[src/rtl/regfile_pkg.sv]
// regfile_pkg: shared constants and round-robin pick helper for the register-file write arbiter.
package regfile_pkg;
    localparam int DEF_ADDR_W = 4;
    localparam int DEF_NPORTS = 2;
    localparam int REG_COUNT = 2 ** DEF_ADDR_W;
    localparam int PC_ADDR = REG_COUNT - 1;
    localparam int SEL_W = $clog2(DEF_NPORTS);
    localparam int MAX_PORTS = 16;

    // Lowest pending index at or above ptr wins; otherwise wrap to the lowest pending index.
    function automatic logic [MAX_PORTS-1:0] onehot_rr_pick(input logic [MAX_PORTS-1:0] pend, input int ptr);
        logic [MAX_PORTS-1:0] hi, lo;
        hi = '0;
        lo = '0;
        for (int i = MAX_PORTS - 1; i >= 0; i--) begin
            if (pend[i] && i >= ptr) hi = MAX_PORTS'(1) << i;
            if (pend[i]) lo = MAX_PORTS'(1) << i;
        end
        return (hi != '0) ? hi : lo;
    endfunction
endpackage

[src/rtl/regfile_write_arbiter_decoder_n_cond.sv]
// decoder_n_cond: conditional binary-to-one-hot decoder.
module decoder_n_cond #(
    parameter int ADDR_W = 4
) (
    input  logic [ADDR_W-1:0]      in_i,
    input  logic                   cond_i,
    output logic [2**ADDR_W-1:0]   out_o
);
    assign out_o = cond_i ? (2**ADDR_W)'(1) << in_i : '0;
endmodule

[src/rtl/regfile_write_arbiter.sv]
// regfile_write_arbiter: buffers one write request per port and issues them round-robin
// as a registered one-hot register-file write enable, diverting PC writes to pc_we.
module regfile_write_arbiter
    import regfile_pkg::*;
#(
    parameter int ADDR_W = DEF_ADDR_W,
    parameter int NPORTS = DEF_NPORTS,
    parameter bit PC_DIVERT = 1'b1,
    localparam int REG_N = 2 ** ADDR_W,
    localparam int SW = $clog2(NPORTS)
) (
    input  logic                     clk,
    input  logic                     rst_n,
    input  logic [NPORTS-1:0]        req_valid,
    input  logic [NPORTS*ADDR_W-1:0] req_addr,
    output logic [NPORTS-1:0]        req_ready,
    input  logic                     flush,
    output logic [REG_N-1:0]         we,
    output logic                     pc_we,
    output logic [SW-1:0]            wr_sel,
    output logic                     wr_valid,
    output logic                     hazard
);
    logic [NPORTS-1:0] pend_q, pend_d, grant, accept;
    logic [ADDR_W-1:0] pend_addr_q [NPORTS];
    logic [ADDR_W-1:0] pend_addr_d [NPORTS];
    logic [SW-1:0]     rr_ptr_q, rr_ptr_d, wr_sel_q, wr_sel_d, gsel;
    logic [ADDR_W-1:0] gaddr;
    logic [REG_N-1:0]  we_q, we_d;
    logic              pc_we_q, pc_we_d, wr_valid_q, hazard_q, hazard_d, issue, is_pc;

    always_comb begin
        grant = NPORTS'(onehot_rr_pick(MAX_PORTS'(pend_q), int'(rr_ptr_q)));
        gsel = '0;
        gaddr = '0;
        hazard_d = 1'b0;
        for (int i = 0; i < NPORTS; i++) begin
            if (grant[i]) begin
                gsel = SW'(i);
                gaddr = pend_addr_q[i];
            end
            for (int j = i + 1; j < NPORTS; j++)
                if (pend_q[i] && pend_q[j] && pend_addr_q[i] == pend_addr_q[j]) hazard_d = !flush;
        end
        issue = (|grant) && !flush;
        is_pc = PC_DIVERT && gaddr == ADDR_W'(REG_N - 1);
        req_ready = ~pend_q | grant;
        accept = flush ? '0 : req_valid & req_ready;
        // A simultaneous accept refills a port whose entry is leaving this cycle.
        pend_d = flush ? '0 : accept | (pend_q & ~grant);
        for (int i = 0; i < NPORTS; i++)
            pend_addr_d[i] = accept[i] ? req_addr[i*ADDR_W +: ADDR_W] : pend_addr_q[i];
        rr_ptr_d = !issue ? rr_ptr_q : (gsel == SW'(NPORTS - 1)) ? '0 : gsel + 1'b1;
        wr_sel_d = issue ? gsel : wr_sel_q;
        pc_we_d = issue && is_pc;
    end

    decoder_n_cond #(.ADDR_W(ADDR_W)) u_dec (
        .in_i   (gaddr),
        .cond_i (issue && !is_pc),
        .out_o  (we_d)
    );

    always_ff @(posedge clk or negedge rst_n) begin
        if (!rst_n) begin
            pend_q <= '0;
            for (int i = 0; i < NPORTS; i++) pend_addr_q[i] <= '0;
            rr_ptr_q <= '0;
            we_q <= '0;
            pc_we_q <= 1'b0;
            wr_sel_q <= '0;
            wr_valid_q <= 1'b0;
            hazard_q <= 1'b0;
        end else begin
            pend_q <= pend_d;
            for (int i = 0; i < NPORTS; i++) pend_addr_q[i] <= pend_addr_d[i];
            rr_ptr_q <= rr_ptr_d;
            we_q <= we_d;
            pc_we_q <= pc_we_d;
            wr_sel_q <= wr_sel_d;
            wr_valid_q <= issue;
            hazard_q <= hazard_d;
        end
    end

    assign we = we_q;
    assign pc_we = pc_we_q;
    assign wr_sel = wr_sel_q;
    assign wr_valid = wr_valid_q;
    assign hazard = hazard_q;
endmodule

[config.mk]
export PLATFORM = sky130hd
export DESIGN_NAME = regfile_write_arbiter
export DESIGN_NICKNAME = d
export VERILOG_FILES = /design/src/rtl/regfile_pkg.sv /design/src/rtl/regfile_write_arbiter_decoder_n_cond.sv /design/src/rtl/regfile_write_arbiter.sv
export SDC_FILE = /design/constraint.sdc
export NUM_CORES = 1
export LEC_CHECK = 0
export CORE_MARGIN = 3
export CORE_UTILIZATION = 48
export DETAILED_ROUTE_END_ITERATION = 16
export PLACE_DENSITY = 0.81
export SLEW_MARGIN = 15
export SYNTH_ARGS = -nofsm -noshare
export SYNTH_HDL_FRONTEND = slang
export SYNTH_HIERARCHICAL = 1
export SYNTH_SLANG_ARGS = --single-unit
[constraint.sdc]
create_clock -name clk -period 4.4 [get_ports clk]
set_clock_uncertainty 0.15 [all_clocks]
set_input_delay 0.88 -clock clk [delete_from_list [all_inputs] [get_ports clk]]
set_output_delay 0.88 -clock clk [all_outputs]
set_load 0.005 [all_outputs]
# --- Word-level counts from Yosys, hierarchy flattened ---
# Index checks and enable logic that the tools add are counted.
totals:
  regBits: 31
  in_bits: 13
  out_inout_bits: 22
  wordCells: 42
classes:
  addsub: 1
  magnitude_cmp: 1
  n_eq_ne: 2
  n_shift: 1
  mux: 12
  n_bitwise: 6
  reduce_logical: 10
ops:
  columns: ["operator", "n"]
  rows:
  - ["16-bit 2-to-1 mux", 1]
  - ["16-bit nonzero test", 1]
  - ["1-bit by 4-bit left shift with 16-bit output, first input constant", 1]
  - ["2-bit 2-to-1 mux", 6]
  - ["4-bit 2-to-1 mux", 2]
  - ["1-bit logical AND", 6]
  - ["2-bit bitwise AND", 2]
  - ["4-bit == test", 1]
  - ["4-bit == test, second input constant", 1]
  - ["2-bit NOT", 2]
  - ["2-bit bitwise OR", 2]
  - ["1-bit 2-to-1 mux", 3]
  - ["1-bit zero test", 2]
  - ["2-bit OR reduction", 1]
  - ["1-bit adder, second input constant", 1]
  - ["1-bit >= comparator, first input constant", 1]

# --- Logic depth before layout (Yosys ltp) ---
# Gate-level depths: netlist of run 1.
logic_depth:
  depth_word: 11
  ltp_mapped: 6
  depth_no_buf: 6

# --- Cells and area by module ---
# Netlist of run 1, hierarchy kept.
modules_own_cells:
  columns: ["mod", "instances", "cells_each", "area_each_um2"]
  rows:
  - ["regfile_write_arbiter", 1, 73, 1082.3]
  - ["decoder_n_cond", 1, 23, 120.1]

# --- Worst setup path before layout of run 1 ---
# Ideal clock, no wire load.
synth_path:
  path_type: "reg-to-reg"
  startpoint: "reg rr_ptr_q"
  endpoint: "reg we_q[0], in the netlist we[0]"
  setup_ns: 0.080
  t_arrival_ns: 1.726
  path_slack_ns: 2.444
  stages_incl_launch_ff: 7
  n_path_buf: 0
  period_less_slack_ns: 1.956
  cell_sequence: "dfrtp_1 -> nand2b_1 -> a32o_1 -> nand4_1 -> and2_1 -> or3b_4 -> nor3_2"
synth_between:
  elab_chain_len: 11
  elab_cells_between_ends: 14
  classes_between: "order compare (1); eq/ne (1); shift (1); mux (5); reduce/logical (6)"
synth_rtl:
  columns: ["element", "line_no", "rtl"]
  rows:
  - ["start: declaration", "regfile_write_arbiter.sv:27", "logic [SW-1:0] rr_ptr_q, rr_ptr_d, wr_sel_q, wr_sel_d, gsel;"]
  - ["start signal: assignment", "regfile_write_arbiter.sv:77", "rr_ptr_q <= rr_ptr_d;"]
  - ["1-bit >= comparator (*)", "regfile_pkg.sv:16", "if (pend[i] && i >= ptr) hi = MAX_PORTS'(1) << i;"]
  - ["1-bit logical AND (*)", "regfile_pkg.sv:16", null]
  - ["2-bit 2-to-1 mux (*)", "regfile_pkg.sv:16", null]
  - ["16-bit nonzero test", "regfile_pkg.sv:19", "return (hi != '0) ? hi : lo;"]
  - ["2-bit 2-to-1 mux (*)", "regfile_pkg.sv:19", null]
  - ["4-bit 2-to-1 mux", "regfile_write_arbiter.sv:38", "if (grant[i]) begin"]
  - ["4-bit 2-to-1 mux (*)", "regfile_write_arbiter.sv:38", null]
  - ["via gaddr[0]", "regfile_write_arbiter.sv:28", "logic [ADDR_W-1:0] gaddr;"]
  - ["4-bit == test", "regfile_write_arbiter.sv:46", "is_pc = PC_DIVERT && gaddr == ADDR_W'(REG_N - 1);"]
  - ["1-bit zero test", "regfile_write_arbiter.sv:60", ".cond_i (issue && !is_pc),"]
  - ["1-bit logical AND", "regfile_write_arbiter.sv:60", null]
  - ["16-bit 2-to-1 mux (*)", "regfile_write_arbiter_decoder_n_cond.sv:9", "assign out_o = cond_i ? (2**ADDR_W)'(1) << in_i : '0;"]
  - ["via we_d[0]", "regfile_write_arbiter.sv:29", "logic [REG_N-1:0] we_q, we_d;"]
  - ["end signal: assignment", "regfile_write_arbiter.sv:78", "we_q <= we_d;"]
  - ["end: declaration", "regfile_write_arbiter.sv:29", null]
# The timed path passes the listed nets; every way through them passes the cells marked *.
# A chain may end at the register's enable or synchronous reset.

# --- Final worst setup path of run 1 ---
layout_path:
  startpoint: "reg pend_q[1]"
  endpoint: "out req_ready[0]"
layout_between:
  elab_chain_len: 5
layout_rtl:
  columns: ["element", "line_no", "rtl"]
  rows:
  - ["start: declaration", "regfile_write_arbiter.sv:24", "logic [NPORTS-1:0] pend_q, pend_d, grant, accept;"]
  - ["start signal: assignment", "regfile_write_arbiter.sv:75", "pend_q <= pend_d;"]
  - ["2-bit 2-to-1 mux (2 in series)", "regfile_pkg.sv:16", null]
  - ["16-bit nonzero test", "regfile_pkg.sv:19", null]
  - ["2-bit 2-to-1 mux", "regfile_pkg.sv:19", null]
  - ["2-bit bitwise OR", "regfile_write_arbiter.sv:47", "req_ready = ~pend_q | grant;"]
  - ["end: declaration", "regfile_write_arbiter.sv:16", "output logic [NPORTS-1:0] req_ready,"]
# No other way between the ends.

==> results of run 1 <==
## routing by layer
metal / wire length, microns / global-route usage [%] / up-vias / part of all wire [%]
met5: 0 / 0 / - / 0
met4: 12 / 4.41 / 0 / 0.57
met3: 161 / 6.73 / 2 / 7.7
met2: 1070 / 25.5 / 36 / 51
met1: 849 / 15.9 / 387 / 41
li1: - / - / 416 / -
## cell families after synthesis
group	count (synthesis)	share of synthesized area, %
simple gates	41	17.6
flops	31	64.5
compound gates	9	5.93
mux	8	7.49
xor+xnor	4	2.91
buf+inv	3	1.56
## power by group through the flow
| stage | clock network [W] | logic, W | registers, W |
|---|---|---|---|
| after global placement | 0 | 0.0000842 | 0.000329 |
| after detailed placement | 0 | 0.0000866 | 0.000330 |
| final | 0.000178 | 0.0000862 | 0.000324 |
| after floorplan | 0 | 0.0000517 | 0.000325 |
| after CTS | 0.000186 | 0.0000873 | 0.000324 |
| after global routing | 0.000202 | 0.0000956 | 0.000327 |
## cell usage in the layout, fill, tap and decap left out
master           netlist  final
a21boi_2               1      1
nand3b_1               2      2
nor2b_1                3      3
nor4_1                 1      1
clkbuf_4               0      5
nand2_1                2      2
a21oi_1                4      4
clkbuf_8               0      2
dfrtp_1               31     31
nor3_2                 1      1
xor2_1                 3      3
clkbuf_1               0      1
clkdlybuf4s50_1        0     34
and2_1                 1      1
inv_1                  2      2
nor2_1                16     16
mux2_2                 8      8
nand2b_1               3      3
or3b_4                 1      1
nand3_1                5      5
nor3_1                 4      4
xnor2_1                1      1
a32o_1                 4      4
nor2_2                 1      1
buf_4                  0      1
nand4_1                1      1
## sequential cells by signal (all words and copies together) (netlist names)
| name | count |
|---|---|
| pend_q | 2 |
| hazard | 1 |
| pc_we | 1 |
| wr_sel | 1 |
| rr_ptr_q | 1 |
| wr_valid | 1 |
| pend_addr_q | 8 |
| we | 16 |
## final timing paths
path / slack, ps / to / cells past startpoint / startpoint
worst max-delay path: 1830 / req_ready[0] / 2 / pend_q[1]$_DFF_PN0_
worst min-delay path: 410 / wr_sel$_DFFE_PN0P_ / 2 / wr_sel$_DFFE_PN0P_
worst max register to register: 2230 / we[0]$_DFF_PN0_ / 6 / rr_ptr_q$_DFFE_PN0P_
worst min register to register: 410 / wr_sel$_DFFE_PN0P_ / 2 / wr_sel$_DFFE_PN0P_
max in group asynchronous: 3030 / we[2]$_DFF_PN0_ / 2 / rst_n
min in group asynchronous: 800 / pend_addr_q[2]$_DFFE_PN0P_ / 2 / rst_n
## worst min-delay path: stages (launching register included)
cell and delay [ps]:
dfrtp_1 360, nor2_1 50, a21oi_1 110
## final cells by class
cell class | instances | area share, %
flip-flops and latches | 31 | 47.2
multi-input cells | 62 | 24.8
repair buffers | 35 | 21.2
clock buffers | 8 | 4.19
well taps | 28 | 2.13
inverters | 2 | 0.457
## through the flow
| stage | power, W | utilization [%] | std cells |
|---|---|---|---|
| finish | 0.000589 | 71.5 | 166 |
| global route | 0.000624 | 71.5 | 166 |
| CTS | 0.000597 | 71.5 | 166 |
| detailed placement | 0.000417 | 68.5 | 158 |
| global placement | 0.000413 | 68.5 | 158 |
| floorplan | 0.000377 | - | 96 |
==> impl_metrics.env, run 1 <==
export IMPL_synth_avg_cell_area_sq_um=12.5
export IMPL_path_max_fanout=11
export IMPL_min_period_ps=2570
export IMPL_grt_usage_pct=14.7
export IMPL_yosysWarnings=6
export IMPL_ys_types=22
export IMPL_grt_pass1_wl_microns=3550
export IMPL_drt_wl_total_microns=2090
export IMPL_nets=150
export IMPL_worstMarginPinSlew_ps=367
export IMPL_ys_flop_type="dfrtp_1"
export IMPL_synth_top_area_share_pct=64.5
export IMPL_antenna_found_initial=0
export IMPL_intPower_w=0.000447
export IMPL_placed_area_sq_um=1570
export IMPL_power_leakage_nw=0.707
export IMPL_min_path_type="flip-flop to flip-flop"
export IMPL_final_antenna_net_count=0
export IMPL_cts_tree="done"
export IMPL_max_stage_delay_ps=520
export IMPL_setup_viol=0
export IMPL_die_x_microns=56.1
export IMPL_fin_area_sq_um=1640
export IMPL_crit_type="flip-flop to output port"
export IMPL_cts_resized=0
export IMPL_synth_top_area_cell="dfrtp_1"
export IMPL_drt_iter0_drc=13
export IMPL_ir_worst_vdd_mv=0.253
export IMPL_cts_setup_buffers=0
export IMPL_crit_chain="nand3_1 -> clkdlybuf4s50_1"
export IMPL_diodes=0
export IMPL_multi_input_area_sq_um=408
export IMPL_htreeDepth=2
export IMPL_p_seq_share_pct=55.1
export IMPL_clock_latency_ps=320
export IMPL_hold_slack_ps=406
export IMPL_synthCells=96
export IMPL_rows=17
export IMPL_drt_first_pass_iters=4
export IMPL_coreArea_sq_um=2300
export IMPL_worstPathRequired_ps=3370
export IMPL_async_reset_ff_share_pct=100
export IMPL_rsz0062_at_grt="false"
export IMPL_synth_most_common_cell="dfrtp_1"
export IMPL_netlist_area_sq_um=1200
export IMPL_grt_max_degree=32
export IMPL_die_y_microns=56.1
export IMPL_path_delay_family="buffers and inverters"
export IMPL_regArea_sq_um=776
export IMPL_worst_path_buf_inv=1
export IMPL_slew_headroom_pct=75.5
export IMPL_worst_path_max_delay_cell="clkdlybuf4s50_1"
export IMPL_synth_area_top_cells="dfrtp_1 (65%), mux2_2 (7.5%), nor2_1 (5.0%)"
export IMPL_grt_pass1_vias=831
export IMPL_status="complete, no violations"
export IMPL_p_sw_share_pct=24.1
export IMPL_yosysSeqAreaShare_pct=64.5
export IMPL_synth_ff_latch_count=31
export IMPL_end_kind="output port"
export IMPL_drcViolationCount=0
export IMPL_slew_viol_final=0
export IMPL_drive_gt1_share_pct=14.5
export IMPL_cap_violations=0
export IMPL_tns_ps=0
export IMPL_combPwrFrac_pct=14.6
export IMPL_grt_overflow=0
export IMPL_timing_fmax_mhz=389
export IMPL_syn_to_final_growth_pct=36.6
export IMPL_place_congestion=0.803
export IMPL_ios=35
export IMPL_initial_core_util_pct=52.3
export IMPL_portBuffers=34
export IMPL_hpwlAfterDp_microns=1580
export IMPL_clkPwrFrac_pct=30.3
export IMPL_timing_final_hold_violations=0
export IMPL_arrival_ps=1540
export IMPL_syn_num_nets=109
export IMPL_root_buffer="clkbuf_4"
export IMPL_synth_edf_count=0
export IMPL_cp_start_kind="flip-flop"
export IMPL_vias=841
export IMPL_place_worst_setup_slack_ps=1870
export IMPL_cts_buffers=5
export IMPL_vias_per_cell=5.07
export IMPL_n_fill_cell=183
export IMPL_synthTopCellsByCount="dfrtp_1 (31), nor2_1 (16), mux2_2 (8)"
export IMPL_path_clk_slew_ps=90
export IMPL_timing_final_crit_share_pct=58.4
export IMPL_hold_buffers=0
export IMPL_cts_sinks=31
export IMPL_wl_per_cell_microns=12.6
export IMPL_p_sw_w=0.000142
export IMPL_dieArea_sq_um=3140
export IMPL_power_density_nw_per_um2=358
export IMPL_setup_slack_ps=1830
export IMPL_cts_buffer_depth=2
Note: power is estimated with default switching activity, not from simulation.
==> run 2: changes to the inputs <==
--- a/config.mk
+++ b/config.mk
@@ -6,9 +6,9 @@
 export NUM_CORES = 1
 export LEC_CHECK = 0
 export CORE_MARGIN = 3
-export CORE_UTILIZATION = 48
+export CORE_UTILIZATION = 41
 export DETAILED_ROUTE_END_ITERATION = 16
-export PLACE_DENSITY = 0.81
+export PLACE_DENSITY = 0.73
 export SLEW_MARGIN = 15
 export SYNTH_ARGS = -nofsm -noshare
 export SYNTH_HDL_FRONTEND = slang
==> constraint.sdc (replaced) <==
create_clock -name clk -period 2.1 [get_ports clk]
set_clock_uncertainty 0.15 [all_clocks]
set_input_delay 0.42 -clock clk [delete_from_list [all_inputs] [get_ports clk]]
set_output_delay 0.42 -clock clk [all_outputs]
set_load 0.005 [all_outputs]
==> impl_metrics.env, run 2 (synthesis results as in run 1) <==
export IMPL_cts_buffers=5
export IMPL_portBuffers=34
export IMPL_syn_to_final_growth_pct=40.1
export IMPL_p_seq_share_pct=57.2
export IMPL_p_sw_w=0.000314
export IMPL_drt_wl_total_microns=2270
export IMPL_intPower_w=0.000886
export IMPL_cts_buffer_depth=2
export IMPL_die_x_microns=60.2
export IMPL_rows=19
export IMPL_crit_type="flip-flop to output port"
export IMPL_coreArea_sq_um=2780
export IMPL_die_y_microns=60.2
export IMPL_timing_final_crit_share_pct=93.9
export IMPL_worstMarginPinSlew_ps=374
export IMPL_grt_usage_pct=15.1
export IMPL_dieArea_sq_um=3620
export IMPL_timing_fmax_mhz=507
export IMPL_grt_overflow=0
export IMPL_antenna_found_initial=0
export IMPL_worst_path_max_delay_cell="clkdlybuf4s50_1"
export IMPL_drt_first_pass_iters=4
export IMPL_power_leakage_nw=0.734
export IMPL_diodes=0
export IMPL_arrival_ps=1400
export IMPL_endpoint="req_ready[0]"
export IMPL_slew_viol_final=0
export IMPL_p_sw_share_pct=26.2
export IMPL_drive_gt1_share_pct=22.5
export IMPL_layout_common_cells="clkdlybuf4s50_1 (33), dfrtp_1 (28), nor2_1 (16)"
export IMPL_worst_path_buf_inv=1
export IMPL_rsz0062_at_grt="false"
export IMPL_status="complete, no violations"
export IMPL_combPwrFrac_pct=16.5
export IMPL_tns_ps=0
export IMPL_hpwlAfterDp_microns=1730
export IMPL_setup_viol=0
export IMPL_ios=35
export IMPL_worst_r2r_cell_count=6
export IMPL_grt_pass1_wl_microns=3970
export IMPL_clkPwrFrac_pct=26.3
export IMPL_worstPathRequired_ps=1530
export IMPL_drt_iter0_drc=21
export IMPL_clock_latency_ps=320
export IMPL_timing_final_hold_violations=0
export IMPL_cap_violations=0
export IMPL_crit_cells=2
export IMPL_slew_headroom_pct=75.1
export IMPL_htreeDepth=2
export IMPL_min_path_type="input pin to asynchronous set/reset pin"
export IMPL_nets=154
export IMPL_initial_core_util_pct=43.2
export IMPL_final_common_cell="clkdlybuf4s50_1"
export IMPL_setup_reg_to_reg_worst_slack_ps=170
export IMPL_end_kind="output port"
export IMPL_final_antenna_net_count=0
export IMPL_grt_pass1_vias=929
export IMPL_wl_per_cell_microns=13.1
export IMPL_vias_per_cell=5.13
export IMPL_min_period_ps=1970
export IMPL_path_max_fanout=7
export IMPL_largest_register_ffs=16
export IMPL_place_worst_setup_slack_ps=88.6
export IMPL_critPathLaunch="pend_q[1]$_DFF_PN0_"
export IMPL_ir_worst_vdd_mv=0.432
export IMPL_vias=887
export IMPL_root_buffer="clkbuf_4"
export IMPL_setup_slack_ps=128
export IMPL_drcViolationCount=0
export IMPL_worstReg2RegStart="pend_q[0]$_DFF_PN0_"
export IMPL_cts_sinks=31
export IMPL_crit_chain="nand3_2 -> clkdlybuf4s50_1"
export IMPL_place_congestion=0.805
export IMPL_r2r_end="we[1]$_DFF_PN0_"
export IMPL_cts_tree="done"
export IMPL_cp_start_kind="flip-flop"
export IMPL_path_delay_family="buffers and inverters"
export IMPL_power_density_nw_per_um2=712
export IMPL_max_stage_delay_ps=510
export IMPL_path_clk_slew_ps=90
export IMPL_grt_max_degree=32
export IMPL_cts_setup_buffers=0
==> run 2: metal layers <==
metal  vias up  routed length, microns  global-route usage, %
met1       425                     869                   16.8
met2        37                    1180                   26.4
met3         3                     192                   3.89
met5         -                       0                      0
met4         0                      32                   7.59
li1        422                       -                      -
==> run 2: cell type report <==
type                       count  area (sq um)
clock buffer                   7          45.0
clock inverter                 1          5.00
tap                           31          38.8
inverter                       2          7.51
timing repair buffer          39           380
multi-input combinational     62           428
fill                         249          1100
sequential                    31           779
==> run 2: timing repair <==
| item | in CTS | in global routing |
|---|---|---|
| gates resized for setup | 0 | 10 |
| endpoints found under the setup margin | 0 | 8 |
| hold buffers | 0 | 0 |
==> run 2: how the worst min path moves through the flow <==
stage               cells past startpoint                         end  slack (ps)
floorplan                               0            hazard$_DFF_PN0_         -30
global placement                        1        rr_ptr_q$_DFFE_PN0P_         380
detailed placement                      1        rr_ptr_q$_DFFE_PN0P_         390
CTS                                     2  pend_addr_q[5]$_DFFE_PN0P_         340
global route                            2  pend_addr_q[5]$_DFFE_PN0P_         360
finish                                  2             we[0]$_DFF_PN0_         330
==> run 2: power groups by stage <==
stage          logic (W)  clock network, W  registers [W]
3_3_place_gp    0.000188                 0       0.000690
2_1_floorplan   0.000108                 0       0.000681
5_1_grt         0.000222          0.000352       0.000694
6_report        0.000198          0.000316       0.000686
3_5_place_dp    0.000192                 0       0.000692
4_1_cts         0.000194          0.000328       0.000681
==> run 2: worst register-to-register path, cell delays in order, from the launching register on <==
cell and delay [ps]:
dfrtp_2 460, a21boi_2 200, a32o_2 260, nand4_1 110, and2_4 160, or3b_4 400, nor2_2 110
==> run 2: stage by stage <==
| step | utilization, % | hold slack (ps) | std cells | power, W | area [sq um] |
|---|---|---|---|---|---|
| 6_report | 60.5 | 332 | 173 | 0.00120 | 1680 |
| 5_1_grt | 60.5 | 355 | 173 | 0.00127 | 1680 |
| 4_1_cts | 59.6 | 336 | 173 | 0.00120 | 1660 |
| 3_5_place_dp | 57.8 | 388 | 165 | 0.000884 | 1610 |
| 3_3_place_gp | 57.8 | 377 | 165 | 0.000878 | 1610 |
| 2_1_floorplan | - | -25.6 | 96 | 0.000790 | 1200 |
